$ cat src/rtl/tape_out_uart.sv
// tape_out_uart
//   Captures the cassette write level while the motor runs, encodes the time
//   between level edges as duration bytes (one unit = PRESCALE ce_4p ticks),
//   queues them in a byte FIFO and sends them out as 8N1 UART frames.
//
//   Byte encoding:
//     0x01..0xFF  duration of one level, in units (a sub-unit level reads 0x01)
//     0xFF        also emitted as a continuation when the unit counter saturates
//     0x00        terminator, emitted when the motor stops
//
// Ports
//   clk_sys     in   system clock
//   reset       in   synchronous, active-high reset
//   ce_4p       in   4 MHz clock enable, one clk_sys wide
//   tape_rec    in   cassette write level (clk_sys domain)
//   tape_motor  in   cassette motor relay state; capture runs only while 1
//   uart_tx     out  8N1 serial output, idle high
//   fifo_level  out  bytes currently queued
//   overflow    out  sticky: a byte was dropped because the FIFO was full
//   busy        out  a UART frame is in progress
//
// FIFO_DEPTH must be a power of two and at least 2.
module tape_out_uart #(
    parameter int unsigned BAUD_DIV   = 556,
    parameter int unsigned PRESCALE   = 16,
    parameter int unsigned FIFO_DEPTH = 16
) (
    input  logic                        clk_sys,
    input  logic                        reset,
    input  logic                        ce_4p,
    input  logic                        tape_rec,
    input  logic                        tape_motor,
    output logic                        uart_tx,
    output logic [$clog2(FIFO_DEPTH):0] fifo_level,
    output logic                        overflow,
    output logic                        busy
);

    localparam int unsigned AW = $clog2(FIFO_DEPTH);
    localparam int unsigned LW = $clog2(FIFO_DEPTH) + 1;
    localparam int unsigned PW = (PRESCALE > 1) ? $clog2(PRESCALE) : 1;
    localparam int unsigned BW = (BAUD_DIV > 1) ? $clog2(BAUD_DIV) : 1;

    // ------------------------------------------------------------------
    // Capture: prescaler + unit counter, edge detection, byte generation
    // ------------------------------------------------------------------
    logic          motor_q;
    logic          rec_q;
    logic [PW-1:0] presc_q, presc_d;
    logic [7:0]    unit_q, unit_d;
    logic          tick_wrap;
    logic          unit_sat;
    logic          cap_push;
    logic [7:0]    cap_data;

    assign tick_wrap = ce_4p && (presc_q == PW'(PRESCALE - 1));
    // The unit counter would step past 255 on this tick.
    assign unit_sat  = tick_wrap && (unit_q == 8'hFF);

    always_comb begin
        cap_push = 1'b0;
        cap_data = 8'h00;
        presc_d  = presc_q;
        unit_d   = unit_q;
        if (!tape_motor) begin
            presc_d = '0;
            unit_d  = '0;
            // Motor just stopped: terminator byte.
            if (motor_q) begin
                cap_push = 1'b1;
            end
        end else if (!motor_q) begin
            // Motor just started; rec_q already tracks tape_rec, so no edge.
            presc_d = '0;
            unit_d  = '0;
        end else if (tape_rec != rec_q) begin
            // A coinciding saturation is folded into this single 0xFF.
            cap_push = 1'b1;
            if (unit_sat) begin
                cap_data = 8'hFF;
            end else if (unit_q == 8'h00) begin
                cap_data = 8'h01;
            end else begin
                cap_data = unit_q;
            end
            presc_d = '0;
            unit_d  = '0;
        end else if (tick_wrap) begin
            presc_d = '0;
            if (unit_sat) begin
                cap_push = 1'b1;
                cap_data = 8'hFF;
                unit_d   = '0;
            end else begin
                unit_d = unit_q + 8'd1;
            end
        end else if (ce_4p) begin
            presc_d = presc_q + PW'(1);
        end
    end

    always_ff @(posedge clk_sys) begin
        if (reset) begin
            motor_q <= 1'b0;
            rec_q   <= tape_rec;
            presc_q <= '0;
            unit_q  <= '0;
        end else begin
            motor_q <= tape_motor;
            rec_q   <= tape_rec;
            presc_q <= presc_d;
            unit_q  <= unit_d;
        end
    end

    // ------------------------------------------------------------------
    // Byte FIFO
    // ------------------------------------------------------------------
    logic [7:0]    mem [FIFO_DEPTH];
    logic [AW-1:0] wr_ptr_q, rd_ptr_q;
    logic [LW-1:0] count_q, count_d;
    logic          fifo_empty, fifo_full;
    logic          push_ok;
    logic          pop;
    logic [7:0]    rd_data;

    assign fifo_empty = (count_q == '0);
    assign fifo_full  = (count_q == LW'(FIFO_DEPTH));
    // A pop in the same cycle frees the slot the push is about to use.
    assign push_ok    = cap_push && (!fifo_full || pop);
    assign rd_data    = mem[rd_ptr_q];

    always_comb begin
        count_d = count_q;
        if (push_ok && !pop) begin
            count_d = count_q + LW'(1);
        end else if (!push_ok && pop) begin
            count_d = count_q - LW'(1);
        end
    end

    always_ff @(posedge clk_sys) begin
        if (push_ok) begin
            mem[wr_ptr_q] <= cap_data;
        end
    end

    always_ff @(posedge clk_sys) begin
        if (reset) begin
            wr_ptr_q <= '0;
            rd_ptr_q <= '0;
            count_q  <= '0;
            overflow <= 1'b0;
        end else begin
            if (push_ok) begin
                wr_ptr_q <= wr_ptr_q + AW'(1);
            end
            if (pop) begin
                rd_ptr_q <= rd_ptr_q + AW'(1);
            end
            count_q <= count_d;
            if (cap_push && !push_ok) begin
                overflow <= 1'b1;
            end
        end
    end

    assign fifo_level = count_q;

    // ------------------------------------------------------------------
    // UART transmitter
    // ------------------------------------------------------------------
    typedef enum logic [1:0] {StIdle, StStart, StData, StStop} state_t;

    state_t        state_q, state_d;
    logic [BW-1:0] baud_q, baud_d;
    logic [2:0]    bit_q, bit_d;
    logic [7:0]    shift_q, shift_d;
    logic          tx_q, tx_d;
    logic          bit_end;

    assign bit_end = (baud_q == BW'(BAUD_DIV - 1));

    always_comb begin
        state_d = state_q;
        baud_d  = baud_q + BW'(1);
        bit_d   = bit_q;
        shift_d = shift_q;
        pop     = 1'b0;
        unique case (state_q)
            StIdle: begin
                baud_d = '0;
                if (!fifo_empty) begin
                    pop     = 1'b1;
                    shift_d = rd_data;
                    state_d = StStart;
                end
            end
            StStart: begin
                if (bit_end) begin
                    baud_d  = '0;
                    bit_d   = '0;
                    state_d = StData;
                end
            end
            StData: begin
                if (bit_end) begin
                    baud_d  = '0;
                    shift_d = {1'b0, shift_q[7:1]};
                    bit_d   = bit_q + 3'd1;
                    if (bit_q == 3'd7) begin
                        state_d = StStop;
                    end
                end
            end
            StStop: begin
                if (bit_end) begin
                    baud_d = '0;
                    // Chain straight into the next frame to keep 10 bits per byte.
                    if (!fifo_empty) begin
                        pop     = 1'b1;
                        shift_d = rd_data;
                        state_d = StStart;
                    end else begin
                        state_d = StIdle;
                    end
                end
            end
            default: begin
                state_d = StIdle;
            end
        endcase

        // Output is registered from the next state so it changes with the state.
        unique case (state_d)
            StStart: tx_d = 1'b0;
            StData:  tx_d = shift_d[0];
            default: tx_d = 1'b1;
        endcase
    end

    always_ff @(posedge clk_sys) begin
        if (reset) begin
            state_q <= StIdle;
            baud_q  <= '0;
            bit_q   <= '0;
            shift_q <= '0;
            tx_q    <= 1'b1;
        end else begin
            state_q <= state_d;
            baud_q  <= baud_d;
            bit_q   <= bit_d;
            shift_q <= shift_d;
            tx_q    <= tx_d;
        end
    end

    assign uart_tx = tx_q;
    assign busy    = (state_q != StIdle);

endmodule
$ cat config.mk
export PLATFORM = sky130hd
export DESIGN_NAME = tape_out_uart
export DESIGN_NICKNAME = d
export VERILOG_FILES = /design/src/rtl/tape_out_uart.sv
export SDC_FILE = /design/constraint.sdc
export NUM_CORES = 1
export LEC_CHECK = 0
export ABC_AREA = 1
export BUFFER_PORTS_ARGS = -buffer_cell sky130_fd_sc_hd__buf_2
export CORE_MARGIN = 2
export CORE_UTILIZATION = 57
export DETAILED_ROUTE_END_ITERATION = 10
export GPL_TIMING_DRIVEN = 0
export PLACE_DENSITY = 0.78
export SETUP_SLACK_MARGIN = 0.4
export SLEW_MARGIN = 20
export SYNTH_ARGS = -nofsm -noshare
export SYNTH_HDL_FRONTEND = slang
export SYNTH_SLANG_ARGS = --single-unit
$ cat constraint.sdc
create_clock -name clk_sys -period 3.5 [get_ports clk_sys]
set_input_delay 0.35 -clock clk_sys [delete_from_list [all_inputs] [get_ports clk_sys]]
set_output_delay 0.35 -clock clk_sys [all_outputs]
set_load 0.03 [all_outputs]
==> qor.yml, run 1 <==
cts:
  cts_tree: "done"
  cts_num_sinks: 184
  cts-root-buf: "clkbuf_16"
  htree_levels: 4
  cts.clk_slew.worst_paths_ps: 70
  clock_latency_ps: 430
  hold_buffers: 0
  clock_path_buffers: 2
  cts_made_buffers: 17
routing:
  finalWirelength_um: 17900
  vias: 6131
  dr.pass1.iters: 8
  via_per_inst: 5.48
  ant_nets: 0
  routedWlPerCell_um: 16.1
  drtIter0Drc: 601
  drc: 0
final_layout:
  antenna_cells: 0
  layout-drive-gt1-share_pct: 14.2
  final_util_pct: 64.9
  area_growth_pct: 12.1
  final_nets: 947
  instances_no_fill: 1118
status:
  status: "completed"
floorplanning:
  die_area_um2: 15700
  num_rows: 44
  die_w_um: 125
  initial_core_util_pct: 57.9
  ios: 13
  fp.coreArea_um2: 14500
  die_h_um: 125
critical_path:
  slowest_stage: "fa_2"
  crit_required_ps: 3820
  slowest_delay_ps: 370
  cp_max_fo: 7
  cpMostUsedCell: "nand2_4"
  ff2ff_path_depth: 19
  endpoint_kind: "flip-flop"
  worstSetupPathDepth: 19
  start_kind: "flip-flop"
  critPathTopFamily: "simple AND/OR/NAND/NOR gates"
  cp.arrival_ps: 3190
  cp_cell_sequence: "ha_2 -> inv_2 -> nor3_4 -> nand3_4 -> nand2_4 -> nand2_4 -> nand2_2 -> nand2_4 -> clkinv_8 -> ha_2 -> inv_2 -> fa_2 -> a21o_1 -> a21oi_2 -> nor2_1 -> nor2_1 -> nand2_1 -> o21ai_2 -> a21oi_1"
  critPathBufInv: 3
  crit_type: "flip-flop to flip-flop"
min_path:
  min_path_type: "input port to flip-flop"
  holdPathStages: 1
timing:
  fin_crit_sh_pct: 82.0
  rsz0062_at_grt: "no"
  min_period_ps: 2870
  slew_headroom_pct: 31.0
  worst_slack_ps: 631
  final.setup.tns_ps: 0
  setup_viol: 0
  clock.fmax_mhz: 349
  worst_pin_slew_ps: 1030
  hold_violations: 0
  finalMaxSlewViolations: 0
  skew_ps: 8.65
power_and_ir_drop:
  p_sw_w: 0.00232
  sw_frac_of_total_pct: 35.8
  power_density_nw_per_um2: 688
  p_int_w: 0.00415
  leakage_nw: 3.78
  comb_power_share_pct: 31.7
  ir_drop_mv: 0.719
  clockPowerShare_pct: 29.5
  seqPwrFrac_pct: 38.8
  finalPower_w: 0.00647
logic_synthesis:
  ys.flop_type: "edfxtp_1"
  synthCells: 883
  ys_seq_area_share_pct: 59.2
  syn_area_um2: 8390
  synth_enable_flop_cells: 128
  synth.avg_cell_area_um2: 9.50
  synth.distinct_cells: 42
  yosysWarnings: 0
  ys_seq_elements: 184
  syn_nets: 909
  ys_async_sr_fraction_pct: 0
grt:
  antenna_found_initial: 0
  grt_pass1_vias: 5927
  grt_usage_pct: 24.0
  grt_pass1_wl_um: 29100
  grt-ovfl-total: 0
  grt_max_degree: 18
placement:
  dp_cells: 1080
  globalplace.congestion: 0.921
  portBuffers: 11
  hpwl_um: 12200
  post-place-ws_ps: 470
flow_run:
  cap_violations: 0
==> worst paths after layout <==
| path | start | end | slack [ps] |
|---|---|---|---|
| worst max-delay path | baud_q[0]$_SDFF_PP0_ | fifo_level[4]$_SDFFE_PP0P_ | 630 |
| worst max register to register | baud_q[0]$_SDFF_PP0_ | fifo_level[4]$_SDFFE_PP0P_ | 630 |
| worst min-delay path | tape_rec | rec_q$_DFF_P_ | 40 |
| worst min register to register | baud_q[0]$_SDFF_PP0_ | baud_q[0]$_SDFF_PP0_ | 460 |
==> state kept, by name (all words and copies together), names as in the netlist, 2 cells and up, named ones only <==
| signal | count |
|---|---|
| baud_q | 10 |
| bit_q | 3 |
| fifo_level | 5 |
| mem | 128 |
| presc_q | 4 |
| rd_ptr_q | 4 |
| shift_q | 8 |
| state_q | 2 |
| unit_q | 8 |
| wr_ptr_q | 4 |
==> cell type report <==
| type | count | area (µm²) |
|---|---|---|
| Timing Repair Buffer | 19 | 123 |
| Clock inverter | 14 | 164 |
| Fill cell | 1116 | 5080 |
| Multi-Input combinational cell | 569 | 2950 |
| Buffer | 28 | 134 |
| Sequential cell | 184 | 4970 |
| Inverter | 102 | 397 |
| Tap cell | 184 | 230 |
| Clock buffer | 18 | 429 |
==> metrics by stage <==
| stage | hold slack (ps) | cell area (µm²) |
|---|---|---|
| global placement | 432 | 8670 |
| global route | 24.6 | 9400 |
| finish | 39.2 | 9400 |
| detailed placement | 445 | 8710 |
| floorplan | 378 | 8390 |
| CTS | 26.2 | 9310 |
==> routing by layer <==
layer | vias up | track usage [%] | part of all wire (%)
met5 | - | 0 | 0
li1 | 3010 | - | -
met3 | 51 | 5.65 | 7.3
met4 | 0 | 10.3 | 3.2
met2 | 241 | 38.0 | 48
met1 | 2829 | 32.0 | 42
==> cells by family after synthesis <==
family | synth area share (%)
adder cells (fa/ha/maj) | 3.22
XOR/XNOR | 1.15
buffers and inverters | 6.32
AO/OA/AOI/OAI | 6.92
flip-flops | 59.2
AND/OR/NAND/NOR | 23.2
==> synth_stat cells (2+ instances only) <==
master | number | area share, %
nand2_1 | 196 | 8.8
edfxtp_1 | 128 | 46
nor2_1 | 107 | 4.8
inv_1 | 91 | 4.1
nand3_1 | 78 | 4.7
dfxtp_1 | 56 | 13
a21oi_1 | 41 | 2.4
o21ai_0 | 34 | 2.0
ha_1 | 20 | 3.0
buf_2 | 14 | 0.84
o211ai_1 | 12 | 1.1
clkbuf_1 | 10 | 0.45
nor3_1 | 10 | 0.60
inv_2 | 9 | 0.40
nand2_4 | 9 | 1.2
xor2_1 | 8 | 0.84
nand2_2 | 6 | 0.45
nor2_2 | 6 | 0.45
a31oi_1 | 4 | 0.30
o21ai_1 | 4 | 0.24
a211oi_1 | 3 | 0.27
a21oi_2 | 3 | 0.31
buf_4 | 3 | 0.27
nand4_1 | 3 | 0.22
nor3_2 | 3 | 0.36
nor3b_1 | 3 | 0.27
nor4_1 | 3 | 0.22
xnor2_1 | 3 | 0.31
nand3_2 | 2 | 0.24
nor2_4 | 2 | 0.27
==> worst reg2reg max path, delay by kind of cell (launching register included) <==
kind | cells | cell delay (ps)
buffers and inverters | 3 | 230
adder cells (fa/ha/maj) | 3 | 780
AO/OA/AOI/OAI | 4 | 480
AND/OR/NAND/NOR | 9 | 930
flip-flops | 1 | 360
==> power groups by stage <==
stage	clock network [W]	registers, W	logic, W
after floorplan	0	0.00259	0.00138
after global placement	0	0.00254	0.00192
after detailed placement	0	0.00255	0.00195
after CTS	0.00193	0.00250	0.00197
after global routing	0.00202	0.00252	0.00232
final	0.00191	0.00251	0.00205
==> cell usage in the layout, fill, tap and decap left out, types with 10 or more instances in the layout <==
cell	count
nand2_1	196
edfxtp_1	128
nor2_1	105
inv_1	90
nand3_1	78
dfxtp_1	51
a21oi_1	37
o21ai_0	33
buf_2	25
clkbuf_16	17
ha_1	15
o211ai_1	12
clkbuf_1	11
inv_2	10
==> repair_timing <==
| action | 4_1_cts | 5_1_grt |
|---|---|---|
| endpoints found under the setup margin | 0 | 2 |
| resized for setup | 0 | 16 |
| setup buffers | 0 | 6 |
Note: power is estimated with default switching activity, not from simulation.
==> run 2, diff against run 1 <==
--- a/config.mk
+++ b/config.mk
@@ -5,7 +5,7 @@
 export SDC_FILE = /design/constraint.sdc
 export NUM_CORES = 1
 export LEC_CHECK = 0
-export ABC_AREA = 1
+export ABC_AREA = 0
 export BUFFER_PORTS_ARGS = -buffer_cell sky130_fd_sc_hd__buf_2
 export CORE_MARGIN = 2
 export CORE_UTILIZATION = 57
==> constraint.sdc (replaced) <==
create_clock -name clk_sys -period 2.9 [get_ports clk_sys]
set_input_delay 0.29 -clock clk_sys [delete_from_list [all_inputs] [get_ports clk_sys]]
set_output_delay 0.29 -clock clk_sys [all_outputs]
set_load 0.03 [all_outputs]
==> qor.yml, run 2 <==
status:
  status: "finished with violations"
  violations: "setup timing"
timing:
  finalMaxSlewViolations: 0  # unchanged
  hold_violations: 0  # unchanged
  final.setup.tns_ps: -72.5  # -72.5 ps
  clock.fmax_mhz: 336  # -3.5%
  setup_viol: 1  # +1
  min_period_ps: 2970  # +104 ps
  slew_headroom_pct: 61.9  # +31 points
  fin_crit_sh_pct: 102  # +21 points
  worst_slack_ps: -72.5  # -704 ps
  worst_pin_slew_ps: 572  # -460 ps
  skew_ps: 11.6  # +2.93 ps
  rsz0062_at_grt: "yes"
grt:
  grt-ovfl-total: 0  # unchanged
  antenna_found_initial: 0  # unchanged
  grt_pass1_wl_um: 25200  # -13%
  grt_max_degree: 18  # unchanged
  grt_usage_pct: 23.0  # -1.0 points
  grt_pass1_vias: 4714  # -20%
routing:
  drtIter0Drc: 441  # -27%
  drc: 0  # unchanged
  ant_nets: 0  # unchanged
  via_per_inst: 6.09  # +11%
  vias: 4787  # -22%
  routedWlPerCell_um: 20.9  # +30%
  dr.pass1.iters: 5  # -3
  finalWirelength_um: 16400  # -8.5%
critical_path:
  slowest_delay_ps: 360  # about the same
  endpoint_kind: "flip-flop"
  timing.rr.start: "baud_q[0]$_SDFF_PP0_"
  cp_cell_sequence: "ha_4 -> and4b_4 -> a41oi_4 -> o211a_4 -> nor3_4 -> buf_6 -> ha_4 -> inv_6 -> fa_2 -> a21o_1 -> a21oi_2 -> xnor2_1 -> or3_1 -> a21oi_2"
  rrSetupSlack_ps: -70  # -700 ps
  critPathTopFamily: "compound AO/OA/AOI/OAI gates"
  critPathLaunch: "baud_q[0]$_SDFF_PP0_"
  crit_required_ps: 3260  # -560 ps
  cp.arrival_ps: 3330  # +140 ps
  cp_max_fo: 4  # -3
  slowest_stage: "dfxtp_4"
  start_kind: "flip-flop"
  critPathBufInv: 2  # -1
  crit_type: "flip-flop to flip-flop"
logic_synthesis:
  synth.avg_cell_area_um2: 14.8  # +56%
  yosys.area_share.simple_pct: 11.1  # -12 points
  synth-xor-area-share_pct: 2.72  # +1.6 points
  synth_top_family_by_area: "multiplexers"
  ys.flop_type: "edfxtp_1"
  ys_seq_area_share_pct: 61.8  # +2.6 points
  syn_area_um2: 8040  # -4.2%
  yosysWarnings: 0  # unchanged
  yosysMostFrequentCell: "edfxtp_1"
  ys_seq_elements: 184  # unchanged
  synth-compound-area-share_pct: 6.44  # -0.48 points
  yosysTopAreaCell: "edfxtp_1"
  synth_enable_flop_cells: 128  # unchanged
  synth.area.mux_share_pct: 12.1  # +12 points
  ys_async_sr_fraction_pct: 0  # unchanged
  yosysTopAreaCellShare_pct: 47.8  # +2.0 points
  synth.distinct_cells: 68  # +62%
  syn_nets: 568  # -38%
  yosys-top-cells-count: "128 x edfxtp_1, 56 x dfxtp_1, 50 x nor2_1, 36 x mux4_2, 20 x ha_1"
  synthCells: 542  # -39%
  synth.area.top_cells: "edfxtp_1 48%, dfxtp_1 14%, mux4_2 10%, ha_1 3.1%, nor2_1 2.3%"
  synthAdderAreaFrac_pct: 3.36  # +0.14 points
floorplanning:
  fp.coreArea_um2: 13800  # -4.5%
  num_rows: 43  # -2.3%
  die_area_um2: 15100  # -4.0%
  initial_core_util_pct: 58.1  # +0.20 points
  ios: 13  # unchanged
  die_w_um: 123  # -2.0%
  die_h_um: 123  # -2.0%
final_layout:
  final_nets: 619  # -35%
  fill_cells: 882  # -21%
  largest-register: "mem"
  largest_reg_flops: 128  # unchanged
  antenna_cells: 0  # unchanged
  instances_no_fill: 786  # -30%
  layout-drive-gt1-share_pct: 30.5  # +16 points
  area_growth_pct: 15.2
  top_regs: "mem x128, baud_q x10"
  layout_commonest_cell: "edfxtp_1"
  final_cell_mix: "128 x edfxtp_1, 50 x dfxtp_1, 49 x nor2_1, 36 x mux4_2, 23 x buf_4"
  stdcell_area_um2: 9260  # -1.5%
flow_run:
  cap_violations: 0  # unchanged
cts:
  cts_tree: "done"
  cts_num_sinks: 184  # unchanged
  cts-root-buf: "clkbuf_16"
  cts.clk_slew.worst_paths_ps: 70  # about the same
  htree_levels: 4  # unchanged
  clock_path_buffers: 2  # unchanged
  clock_latency_ps: 440  # about the same
  cts_made_buffers: 17  # unchanged
power_and_ir_drop:
  clockPowerShare_pct: 32.3  # +2.8 points
  comb_power_share_pct: 25.3  # -6.4 points
  p_sw_w: 0.00211  # -9.0%
  leakage_nw: 3.29  # -13%
  seqPwrFrac_pct: 42.5  # +3.7 points
  power_density_nw_per_um2: 770  # +12%
  sw_frac_of_total_pct: 29.6  # -6.2 points
  ir_drop_mv: 0.501  # -30%
  p_int_w: 0.00502  # +21%
  finalPower_w: 0.00713  # +10%
placement:
  portBuffers: 11  # unchanged
  placed_area_um2: 8410  # -3.5%
  globalplace.congestion: 0.872  # -5.3%
  dp_cells: 736  # -32%
  hpwl_um: 10600  # -13%
  post-place-ws_ps: -267  # -737 ps
min_path:
  worstHoldStart: "tape_motor"
  min_path_type: "input port to flip-flop"
-- run 2: cell count changes after synthesis, moves of 9 or more --
cell / before / now
o21ai_0: 34 / 8
nand2_1: 196 / 14
mux2i_1: 0 / 10
o211ai_1: 12 / 2
nor2_1: 107 / 50
inv_1: 91 / 17
xnor2_1: 3 / 13
and3_1: 0 / 14
nand2_4: 9 / 0
inv_2: 9 / 0
a21oi_1: 41 / 10
mux4_2: 0 / 36
nand3_1: 78 / 14
-- run 2: power groups by stage --
stage,Sequential [W],Clock [W],Combinational [W]
floorplan,0.00311,0,0.00124
global placement,0.00307,0,0.00159
detailed placement,0.00308,0,0.00163
CTS,0.00302,0.00231,0.00168
global route,0.00304,0.00241,0.00196
finish,0.00303,0.00230,0.00180
-- run 2: per-layer routing --
layer | vias up | GRT usage, % | share of wire (%) | wire (µm)
met3 | 32 | 5.62 | 5.2 | 853
met4 | 0 | 9.41 | 2.2 | 359
li1 | 2197 | - | - | -
met1 | 2427 | 29.8 | 42 | 6920
met2 | 131 | 37.3 | 50 | 8290
met5 | - | 0 | 0 | 0
-- run 2: worst paths after layout --
kind	endpoint	depth (start not counted)
min	motor_q$_SDFF_PP0_	2
max	fifo_level[4]$_SDFFE_PP0P_	14
min reg2reg	overflow$_SDFFE_PP0P_	2
max reg2reg	fifo_level[4]$_SDFFE_PP0P_	14
-- run 2: cell type report --
class | instances | area [µm²] | area share [%]
plain buffers | 25 | 153 | 1.65
clock buffers | 22 | 477 | 5.15
clock inverters | 10 | 109 | 1.18
inverters | 17 | 68.8 | 0.743
multi-input cells | 316 | 3030 | 32.7
flip-flops and latches | 184 | 4980 | 53.7
well taps | 180 | 225 | 2.43
repair buffers | 32 | 219 | 2.36
-- run 2: logic make-up after synthesis --
kind of cell	after synthesis
flip-flops	184
AND/OR/NAND/NOR	154
AO/OA/AOI/OAI	65
multiplexers	51
buffers and inverters	42
XOR/XNOR	25
adder cells (fa/ha/maj)	21
-- run 2: what timing repair did --
action,CTS,global route
pin swaps,9,7
hold buffers,1,0
endpoints found under the hold margin,1,0
resized for setup,17,24
setup buffers,9,8
setup endpoints to repair,129,161
-- run 2: per-stage QoR --
stage,util [%],hold WS (ps)
2_1_floorplan,-,318
3_3_place_gp,60.6,419
3_5_place_dp,60.8,424
4_1_cts,65.9,107
5_1_grt,67.0,144
6_report,67.0,121
-- run 2: worst reg2reg max path: stages, from the launching register on --
cell and delay, ps:
dfxtp_4 360, ha_4 130, and4b_4 260, a41oi_4 140, o211a_4 280, nor3_4 190
buf_6 130, ha_4 160, inv_6 50, fa_2 350, a21o_1 170, a21oi_2 140
xnor2_1 80, or3_1 330, a21oi_2 130
==> run 3, diff against run 2 <==
--- a/config.mk
+++ b/config.mk
@@ -7,8 +7,10 @@
 export LEC_CHECK = 0
 export ABC_AREA = 0
 export BUFFER_PORTS_ARGS = -buffer_cell sky130_fd_sc_hd__buf_2
+export CORE_ASPECT_RATIO = 1.2
 export CORE_MARGIN = 2
 export CORE_UTILIZATION = 57
+export CTS_CLUSTER_DIAMETER = 150
 export DETAILED_ROUTE_END_ITERATION = 10
 export GPL_TIMING_DRIVEN = 0
 export PLACE_DENSITY = 0.78
==> qor.yml, run 3 (synthesized netlist as in run 2, its figures left out) <==
critical_path:
  critPathBufInv: 2  # unchanged
  critPathLaunch: "baud_q[0]$_SDFF_PP0_"
  cp.arrival_ps: 3290  # -40 ps
  critPathTopFamily: "compound AO/OA/AOI/OAI gates"
  timing.rr.start: "baud_q[0]$_SDFF_PP0_"
  rrSetupSlack_ps: -30  # +40 ps
  slowest_stage: "dfxtp_4"
  cp_max_fo: 5  # +1
  ff2ff_path_depth: 14  # unchanged
  cpMostUsedCell: "ha_4"
  worst_r2r_endpoint: "fifo_level[4]$_SDFFE_PP0P_"
  endpoint_kind: "flip-flop"
  start_kind: "flip-flop"
  crit_type: "flip-flop to flip-flop"
  cp_cell_sequence: "ha_4 -> and4b_4 -> a41oi_4 -> o211a_4 -> nor3_4 -> buf_6 -> ha_4 -> inv_4 -> fa_2 -> a21o_1 -> a21oi_2 -> xnor2_1 -> or3_1 -> a21oi_1"
  crit_required_ps: 3260  # about the same
  slowest_delay_ps: 360  # about the same
final_layout:
  largest-register: "mem"
  final_cell_mix: "128 x edfxtp_1, 50 x dfxtp_1, 49 x nor2_1, 36 x mux4_2"
  area_growth_pct: 14.9
  final_nets: 618  # -0.16%
  layout_commonest_cell: "edfxtp_1"
  antenna_cells: 0  # unchanged
  fill_cells: 921  # +4.4%
  top_regs: "mem x128, baud_q x10"
  layout-drive-gt1-share_pct: 29.8  # -0.78 points
  largest_reg_flops: 128  # unchanged
timing:
  slew_headroom_pct: 55.4  # -6.5 points
  fin_crit_sh_pct: 101  # -1.4 points
  final.setup.tns_ps: -49.3  # +23.2 ps
  skew_ps: 11.4  # -0.166 ps
  hold_violations: 0  # unchanged
  worst_slack_ps: -31.3  # +41.2 ps
  finalMaxSlewViolations: 0  # unchanged
  rsz0062_at_grt: "yes"
  worst_pin_slew_ps: 669  # +97.5 ps
  setup_viol: 2  # +1
  clock.fmax_mhz: 341  # +1.4%
  min_period_ps: 2930  # -41.2 ps
cts:
  cts_num_sinks: 184  # unchanged
  clock_path_buffers: 2  # unchanged
  clock_latency_ps: 430  # about the same
  htree_levels: 4  # unchanged
  cts_made_buffers: 17  # unchanged
  cts.clk_slew.worst_paths_ps: 70  # about the same
  cts-root-buf: "clkbuf_16"
  cts_tree: "done"
routing:
  vias: 4779  # -0.17%
  drc: 0  # unchanged
  drtIter0Drc: 434  # -1.6%
  via_per_inst: 6.16  # +1.1%
  dr.pass1.iters: 5  # unchanged
  finalWirelength_um: 16400  # about the same
  ant_nets: 0  # unchanged
  routedWlPerCell_um: 21.2  # +1.3%
grt:
  grt_max_degree: 17  # -1
  antenna_found_initial: 0  # unchanged
  grt_usage_pct: 22.7  # -0.27 points
  grt_pass1_vias: 4929  # +4.6%
  grt_pass1_wl_um: 25700  # +2.0%
  grt-ovfl-total: 0  # unchanged
placement:
  hpwl_um: 11000  # +3.6%
  globalplace.congestion: 0.847  # -2.9%
  portBuffers: 11  # unchanged
flow_run:
  cap_violations: 0  # unchanged
floorplanning:
  fp.coreArea_um2: 13800  # about the same
  ios: 13  # unchanged
  die_h_um: 134  # +9.2%
  die_w_um: 112  # -8.4%
  num_rows: 47  # +9.3%
  die_area_um2: 15100  # about the same
  initial_core_util_pct: 58.2  # about the same
power_and_ir_drop:
  power_density_nw_per_um2: 758  # -1.5%
  leakage_nw: 3.26  # -1.1%
  ir_drop_mv: 0.608  # +21%
  finalPower_w: 0.00700  # -1.8%
status:
  violations: "setup timing"
  status: "finished with violations"
min_path:
  holdPathStages: 2  # unchanged
  min_path_type: "input port to flip-flop"
  holdPathEnd: "motor_q$_SDFF_PP0_"
  worstHoldStart: "tape_motor"
==> run 3: worst max path at each step <==
stage / end / slack [ps] / cells after the start
2_1_floorplan: fifo_level[4]$_SDFFE_PP0P_ / 60 / 14
3_3_place_gp: mem[4][1]$_DFFE_PP_ / -310 / 7
3_5_place_dp: fifo_level[4]$_SDFFE_PP0P_ / -290 / 14
4_1_cts: fifo_level[4]$_SDFFE_PP0P_ / -90 / 14
5_1_grt: fifo_level[4]$_SDFFE_PP0P_ / -170 / 14
6_report: fifo_level[4]$_SDFFE_PP0P_ / -30 / 14
==> run 3: worst register-to-register path, cell delays in order (launching register included) <==
cell and delay [ps]:
dfxtp_4 360, ha_4 130, and4b_4 260, a41oi_4 150, o211a_4 310, nor3_4 150, buf_6 150, ha_4 150
inv_4 50, fa_2 350, a21o_1 180, a21oi_2 130, xnor2_1 80, or3_1 300, a21oi_1 120
==> run 3: power breakdown <==
group | internal [W] | total [W] | switching, W
clock network | 0.00119 | 0.00217 | 0.000977
logic | 0.000846 | 0.00181 | 0.000965
registers | 0.00290 | 0.00303 | 0.000124
==> run 3: stage by stage <==
| stage | worst slack, ps | utilization (%) | cell area, µm² | cells | hold WS, ps |
|---|---|---|---|---|---|
| 3_5_place_dp | -285 | 60.7 | 8380 | 725 | 428 |
| 4_1_cts | -91.8 | 65.9 | 9110 | 770 | 135 |
| 3_3_place_gp | -307 | 60.6 | 8370 | 724 | 420 |
| 5_1_grt | -166 | 66.8 | 9240 | 776 | 154 |
| 2_1_floorplan | 56.7 | - | 8100 | 542 | 318 |
| 6_report | -31.3 | 66.8 | 9240 | 776 | 159 |
==> run 3: timing repair <==
| action | 4_1_cts | 5_1_grt |
|---|---|---|
| hold buffers | 1 | 0 |
| pin swaps | 15 | 11 |
| cloned | 1 | 0 |
| gates resized for setup | 20 | 24 |
| buffers inserted | 11 | 6 |
| endpoints found under the setup margin | 112 | 152 |
| endpoints found under the hold margin | 1 | 0 |
==> run 3: final cells by class <==
cell class | instances | area (µm²) | area share (%)
timing repair buffer | 31 | 213 | 2.30
multi-input combinational | 316 | 3050 | 33.1
sequential | 184 | 4980 | 53.9
inverter | 17 | 66.3 | 0.718
clock buffer | 19 | 433 | 4.69
tap | 171 | 214 | 2.32
buffer | 25 | 150 | 1.63
clock inverter | 13 | 124 | 1.34
==> run 3: metal layers <==
metal  vias to the layer above  GRT usage (%)  share of wire, %
met4                         0           8.67               2.6
met1                      2416           26.5                38
met2                       129           40.6                55
met3                        37           5.60               3.8
li1                       2197              -                 -
met5                         -              0                 0
